**src/rtl/pc_request_unit.sv**
```systemverilog
// Fetch/request stage: owns the PC, issues instruction and data memory
// requests, and walks each instruction through FETCH and an optional DATA
// phase before committing it with a one-cycle instr_done pulse.
module pc_request_unit #(
  parameter logic [31:0] PC_INIT = 32'h0000_0000
) (
  input  logic        CLK,
  input  logic        RST,
  input  logic        ihit,
  input  logic        dhit,
  input  logic [1:0]  Jumps,
  input  logic        BNE,
  input  logic        zero,
  input  logic [15:0] instr_imm,
  input  logic [25:0] instr_imm_26,
  input  logic [31:0] rdat1,
  input  logic        dREN,
  input  logic        dWEN,
  input  logic        halt,
  output logic [31:0] imemaddr,
  output logic [31:0] pc_plus4,
  output logic        imemREN,
  output logic        dmemREN,
  output logic        dmemWEN,
  output logic        instr_done,
  output logic        halted
);

  typedef enum logic [1:0] {
    FETCH  = 2'd0,
    DATA   = 2'd1,
    HALTED = 2'd2
  } state_t;

  typedef enum logic [1:0] {
    PC_SEQ    = 2'd0,
    PC_JUMP   = 2'd1,
    PC_JR     = 2'd2,
    PC_BRANCH = 2'd3
  } pc_sel_t;

  state_t      state_q, state_d;
  logic [31:0] pc_q, pc_d;
  logic [31:0] next_pc;
  logic [31:0] branch_off;
  logic        branch_taken;

  assign imemaddr = pc_q;
  assign pc_plus4 = pc_q + 32'd4;

  // Next-PC selection from the control unit's decode; all sums wrap modulo 2^32.
  always_comb begin
    branch_off   = {{14{instr_imm[15]}}, instr_imm, 2'b00};
    branch_taken = zero ^ BNE;
    next_pc      = pc_plus4;
    case (pc_sel_t'(Jumps))
      PC_SEQ:    next_pc = pc_plus4;
      PC_JUMP:   next_pc = {pc_plus4[31:28], instr_imm_26, 2'b00};
      PC_JR:     next_pc = rdat1;
      PC_BRANCH: next_pc = branch_taken ? (pc_plus4 + branch_off) : pc_plus4;
      default:   next_pc = pc_plus4;
    endcase
  end

  // Phase sequencing: next state, PC update and request/commit outputs.
  always_comb begin
    // NOTE: every output gets a default before the case so no path leaves a
    // signal unassigned, which would otherwise infer a latch.
    state_d    = state_q;
    pc_d       = pc_q;
    imemREN    = 1'b0;
    dmemREN    = 1'b0;
    dmemWEN    = 1'b0;
    instr_done = 1'b0;
    halted     = 1'b0;
    case (state_q)
      FETCH: begin
        imemREN = 1'b1;
        if (ihit) begin
          if (halt) begin
            // HALT wins over any memory decode on the same word.
            state_d    = HALTED;
            instr_done = 1'b1;
          end else if (dREN || dWEN) begin
            // PC holds so the instruction word and decode stay stable in DATA.
            state_d = DATA;
          end else begin
            pc_d       = next_pc;
            instr_done = 1'b1;
          end
        end
      end
      DATA: begin
        dmemREN = dREN;
        dmemWEN = dWEN;
        if (dhit) begin
          pc_d       = next_pc;
          instr_done = 1'b1;
          state_d    = FETCH;
        end
      end
      HALTED: begin
        halted = 1'b1;
      end
      default: begin
        state_d = FETCH;
      end
    endcase
  end

  // State and PC registers; reset is asynchronous so pending requests drop at once.
  always_ff @(posedge CLK or posedge RST) begin
    // NOTE: sequential state uses non-blocking assignments so every flop
    // samples the pre-edge values regardless of statement order.
    if (RST) begin
      state_q <= FETCH;
      pc_q    <= PC_INIT;
    end else begin
      state_q <= state_d;
      pc_q    <= pc_d;
    end
  end

endmodule
```
**config.mk**
```make
export PLATFORM = sky130hd
export DESIGN_NAME = pc_request_unit
export DESIGN_NICKNAME = d
export VERILOG_FILES = /design/src/rtl/pc_request_unit.sv
export SDC_FILE = /design/constraint.sdc
export NUM_CORES = 1
export LEC_CHECK = 0
export ABC_CLOCK_PERIOD_IN_PS = 4100
export CAP_MARGIN = 20
export CORE_MARGIN = 5
export CORE_UTILIZATION = 40
export DETAILED_ROUTE_END_ITERATION = 10
export GPL_TIMING_DRIVEN = 0
export PLACE_DENSITY_LB_ADDON = 0.2
export SYNTH_ARGS = -nofsm -noshare
export SYNTH_HDL_FRONTEND = slang
export SYNTH_SLANG_ARGS = --single-unit
```
**constraint.sdc**
```tcl
create_clock -name CLK -period 4.1 [get_ports CLK]
set_input_delay 0.82 -clock CLK [delete_from_list [all_inputs] [get_ports CLK]]
set_output_delay 0.82 -clock CLK [all_outputs]
set_load 0.05 [all_outputs]
```
==> Word-level counts from Yosys, hierarchy flattened <==
Index checks and enable logic that the tools add are counted.
{ "word_totals": {"reg_bits": 34, "latch_bits": 0, "ramBits": 0, "romBits": 0, "in_bits": 85, "out_inout_bits": 69, "wordCells": 43, "n_memories": 0} }
{ "op_classes": {"n_addsub": 2, "mul": 0, "div": 0, "magnitude_cmp": 0, "eq_ne": 10, "shift": 0, "mux": 21, "bitwise": 2, "n_reduce_logical": 6} }
{ "ops": {"columns": ["cell", "count"], "rows": [
  ["2-to-1 mux 32 bit", 5],
  ["case mux 32 bit (4 select lines)", 1],
  ["case mux 32 bit (2 select lines)", 1],
  ["adder 32 x 3 -> 32 bit, second input constant", 1],
  ["adder 32 bit", 1],
  ["2-to-1 mux 1 bit", 8],
  ["2-to-1 mux 2 bit", 4],
  ["inequality test 2 bit, second input constant", 4],
  ["equality test 2 bit, second input constant", 3],
  ["case mux 2 bit (3 select lines)", 1],
  ["AND reduction 5 bit", 1],
  ["equality test 2 x 1 -> 1 bit, second input constant", 2],
  ["logical NOT 2 bit", 2],
  ["AND reduction 4 bit", 1],
  ["inequality test 3 bit, second input constant", 1],
  ["case mux 1 bit (2 select lines)", 1],
  ["nonzero test 2 bit", 1],
  ["logical OR 1 bit", 1],
  ["inverter 1 bit", 1],
  ["bitwise XOR 1 bit", 1]
]} }

==> Longest topological paths before layout <==
{ "logic_depth": {"word_depth": 8, "ltp_mapped": 16, "depth_no_buf": 16} }

==> Worst setup path before layout <==
Ideal clock, no wire load.
{ "synth_path": {"path_type": "register -> register", "from": "reg pc_q[2] (netlist: imemaddr[2])", "to": "reg pc_q[17] (netlist: imemaddr[17])", "setup_ns": 0.133, "t_arrival_ns": 4.459, "required_time_ns": 3.967, "setup_slack_ns": -0.492, "stages_incl_launch_ff": 15, "n_path_buf": 0, "period_less_slack_ns": 4.592, "cell_sequence": "dfrtp_1 > ha_1 > nand3_1 > nor2_1 > nand3_1 > xnor2_1 > ha_1 > a21oi_1 > o21bai_1 > a211oi_1 > a21boi_0 > o21a_1 > or3_1 > a31oi_1 > o21ai_0"} }
{ "synth_via": {"elab_chain_cells": 8, "elab_cells_between_ends": 9, "cone_classes": "add/sub: 2; mux: 7"} }
{ "synth_lines": {"columns": ["item", "line", "text"], "rows": [
  ["start: declaration", "43", "logic [31:0] pc_q, pc_d;"],
  ["start signal: assignment", "120", "pc_q <= pc_d;"],
  ["adder 32 x 3 -> 32 bit *", "49", "assign pc_plus4 = pc_q + 32'd4;"],
  ["net pc_plus4[12]", "21", "output logic [31:0] pc_plus4,"],
  ["adder 32 bit *", "60", "PC_BRANCH: next_pc = branch_taken ? (pc_plus4 + branch_off) : pc_plus4;"],
  ["2-to-1 mux 32 bit *", "60", null],
  ["case mux 32 bit (4 select lines) *", "56", "case (pc_sel_t'(Jumps))"],
  ["2-to-1 mux 32 bit", "84", "end else if (dREN || dWEN) begin"],
  ["2-to-1 mux 32 bit", "80", "if (halt) begin"],
  ["2-to-1 mux 32 bit", "79", "if (ihit) begin"],
  ["case mux 32 bit (2 select lines) *", "76", "case (state_q)"]
]} }
Mark *: on every way through the listed nets, which the timed path passes. The rest lies on a longest branch. The select of a mux whose other input is x is not followed.
A chain may end at the register's enable or synchronous reset.

==> Worst setup path after layout <==
{ "layout_path": {"from": "reg pc_q[15] (netlist: imemaddr[15])", "to": "out pc_plus4[27]"} }
{ "layout_via": {"elab_chain_cells": 1} }
{ "layout_lines": {"columns": ["item", "line"], "rows": [
  ["adder 32 x 3 -> 32 bit", "49"],
  ["end: declaration", "21"]
]} }
Every way passes these cells.

==> run metrics <==
outcome=complete, no violations; most common cell in the netlist=nand2_1; Overall Global Routing Usage=0.289; Synth area leaders=dfrtp_1 (18%), ha_1 (10%), xnor2_1 (5.5%); Syn. warnings=0; crit-path cells=buf_2 > and4_1 > and4_4 > and3_1 > and3_1 > nand2_1 > xnor2_2 > clkdlybuf4s50_1; number of global-route vias before repair=around 5600; Inserted Clock Buffers=5; Nets=between 800 and 900; Worst Path Required=3.28 ns; Setup WS pre-CTS=-0.754 ns; max_cap viols=0; worst-path fanout max=8; CTS tree=built; GR met2 Demand/Resource=0.450; Reg clk slew, reported paths=0.07 ns; Core Rows=39; Post-route DRC=0; Worst Tran Pin Value=about 0.89 ns; initial antenna violation count=0; Crit. End Element=output pin; Die Y=117 um; Crit path largest cell delay=roughly 0.86 ns; Synth area leader=dfrtp_1; Clock Tree Root=clkbuf_16; met1 Use GR=0.392; fin crit period=~3.9 ns; Setup Skew=about 0.012 ns; CP max stage cell=clkdlybuf4s50_1; synthesized area=around 4600 um^2; power per cell area=about 720 nW/um^2; Peak VDD IR=346 uV; final hold slack=0.514 ns; via count=roughly 5600; main flop type after synthesis=dfrtp_1; core area=11400 um^2; number of enable flip-flop cells after synthesis=0; Cells after Synth=just over 600; final setup fails=0; DP HPWL=between 15000 and 20000 um; port buffer count=153; relative slew slack=0.405; WP data arrival=around 3.1 ns; grt ovf=0; mean post-synth cell area=between 7 and 8 um^2; post-synth cell types=69; clk buf depth=2; Pre-Repair DR Iteration Count=5; part of the cycle the worst path needs=0.959; H-tree levels=2; I/O pin cnt=approximately 150; Starting DRT DRC Count=approximately 500; Starting Density=0.405; Switching Share=0.564; share of layout cells above drive strength 1=0.0765; count of buffer and inverter cells on the critical path=2; NetSw=between 2000 and 3000 uW; Worst setup SP type=flop; antenna-violating nets left=0; first-pass GRT wire length=30400 um; largest net degree at the start of global routing=35; post-DR wirelength/cell=between 20 and 25 um; Leak=about 0.0028 uW; Hold/Removal Path Class=reg2reg; die area=~14000 um^2; clk_lat worst skew=around 0.30 ns; Synth-to-Final Area Change=45.3%; Max Slew Vio Count=0; Die W=117 um; vias per cell=between 6 and 7; fmax=254 MHz; flops & latches, synth=34; Most common cell on crit path=and3_1; Ant. Diodes=0; Sink Count=34; Logic pwr share=0.753; Seq pwr share=0.152; synth cell count leaders=nand2_1 (64), nor2_1 (49), o21ai_0 (43); Crit Path Class=reg2out; net count after synthesis=732; gr busiest metal=met2; clock share of power=0.094; FILL cells=~1100; CP delay by family, top=simple AND/OR/NAND/NOR gates; Fin. Hold Viols=0; final worst slack=0.168 ns; Final Routed Wirelength=between 20000 and 25000 um; Int Pwr=~2100 uW; sequential fraction of the synthesis area=0.185; asr flop ratio synth=1.00; top-area cell type share of the netlist area=0.185; Placer Congestion=roughly 0.94; M3 GR Usage=0.0704
-- sequential cells by signal (all words and copies together), names as in the netlist --
register / cells
state_q: 2
imemaddr: 32
-- cells in the final DEF, fill, tap and decap left out, types with 10 or more instances in the layout --
cell,n
a21o_1,12
a21oi_1,38
a221oi_1,10
and3_1,12
clkbuf_1,24
clkdlybuf4s50_1,148
dfrtp_1,30
ha_1,36
inv_1,21
nand2_1,64
nand3_1,20
nand4_1,12
nor2_1,47
nor3_1,12
o211ai_1,12
o21ai_0,42
xnor2_1,17
xnor2_2,11
xor2_1,11
-- worst reg2reg max path: stages (launching register included) --
cell	delay [ns]
dfrtp_2	0.42
and4_1	0.26
and2_1	0.13
buf_2	0.27
nand2_1	0.16
nor2_1	0.16
xnor2_1	0.19
inv_1	0.15
ha_1	0.35
inv_1	0.09
o21bai_1	0.18
a211oi_2	0.09
buf_4	0.16
a21oi_4	0.23
nand3b_1	0.28
nand3_1	0.15
nor4b_1	0.17
nor4_1	0.30
-- power by group through the flow --
stage	registers (uW)	clock network [uW]	logic (uW)
2_1_floorplan	1160	0	2060
3_3_place_gp	729	0	3550
3_5_place_dp	737	0	3580
4_1_cts	732	459	3600
5_1_grt	768	471	3910
6_report	739	457	3650
-- stage by stage --
step | cells | area (um^2) | setup TNS (ns) | power, uW | utilization
floorplan | 608 | 4740 | -0.00268 | 3220 | -
global placement | 904 | 6450 | -3.99 | 4270 | 0.567
detailed placement | 904 | 6450 | -5.34 | 4320 | 0.567
CTS | 913 | 6630 | 0 | 4790 | 0.583
global route | 914 | 6680 | -0.0457 | 5150 | 0.588
finish | 914 | 6680 | 0 | 4850 | 0.588
-- cells by family (layout without fill, tap and decap cells) --
family          after synthesis  count (layout)  share of synthesized area
compound gates              221             221                      0.333
simple gates                213             213                      0.232
buf+inv                      54             217                     0.0473
xor+xnor                     44              44                     0.0884
fa+ha+maj                    39              39                      0.108
flops                        34              34                      0.185
mux                           3               3                    0.00680
-- final cells by class --
type	count	area, um^2	share of cell area
multi-input combinational	520	3710	0.555
timing repair buffer	158	1570	0.235
sequential	34	856	0.128
tap	143	179	0.0268
clock buffer	7	133	0.0198
buffer	29	124	0.0185
inverter	22	82.6	0.0124
clock inverter	1	30.0	0.00449
-- timing repair --
| item | 4_1_cts | 5_1_grt |
|---|---|---|
| gates resized for setup | 6 | 14 |
| cloned | 0 | 0 |
| buffers inserted | 1 | 2 |
| setup endpoints to repair | 29 | 14 |
| hold buffers | 0 | 0 |
| pin swaps | 1 | 3 |
-- metal layers --
metal / wire length [um] / share of wire
met4: 494 / 0.025
met5: 0 / 0
met2: 8900 / 0.44
met3: 2240 / 0.11
met1: 8450 / 0.42
-- final timing paths --
check                      slack (ns)  depth (start not counted)           end    startpoint
max in group asynchronous        2.45                          2   imemaddr[4]           RST
min in group asynchronous        1.03                          2  imemaddr[27]           RST
setup / recovery                 0.17                          8  pc_plus4[27]  imemaddr[15]
hold reg to reg                  0.51                          2   imemaddr[0]   imemaddr[0]
setup reg to reg                 0.26                         17  imemaddr[31]   imemaddr[2]
hold / removal                   0.51                          2   imemaddr[0]   imemaddr[0]
Power figures use the tool's default switching activity.
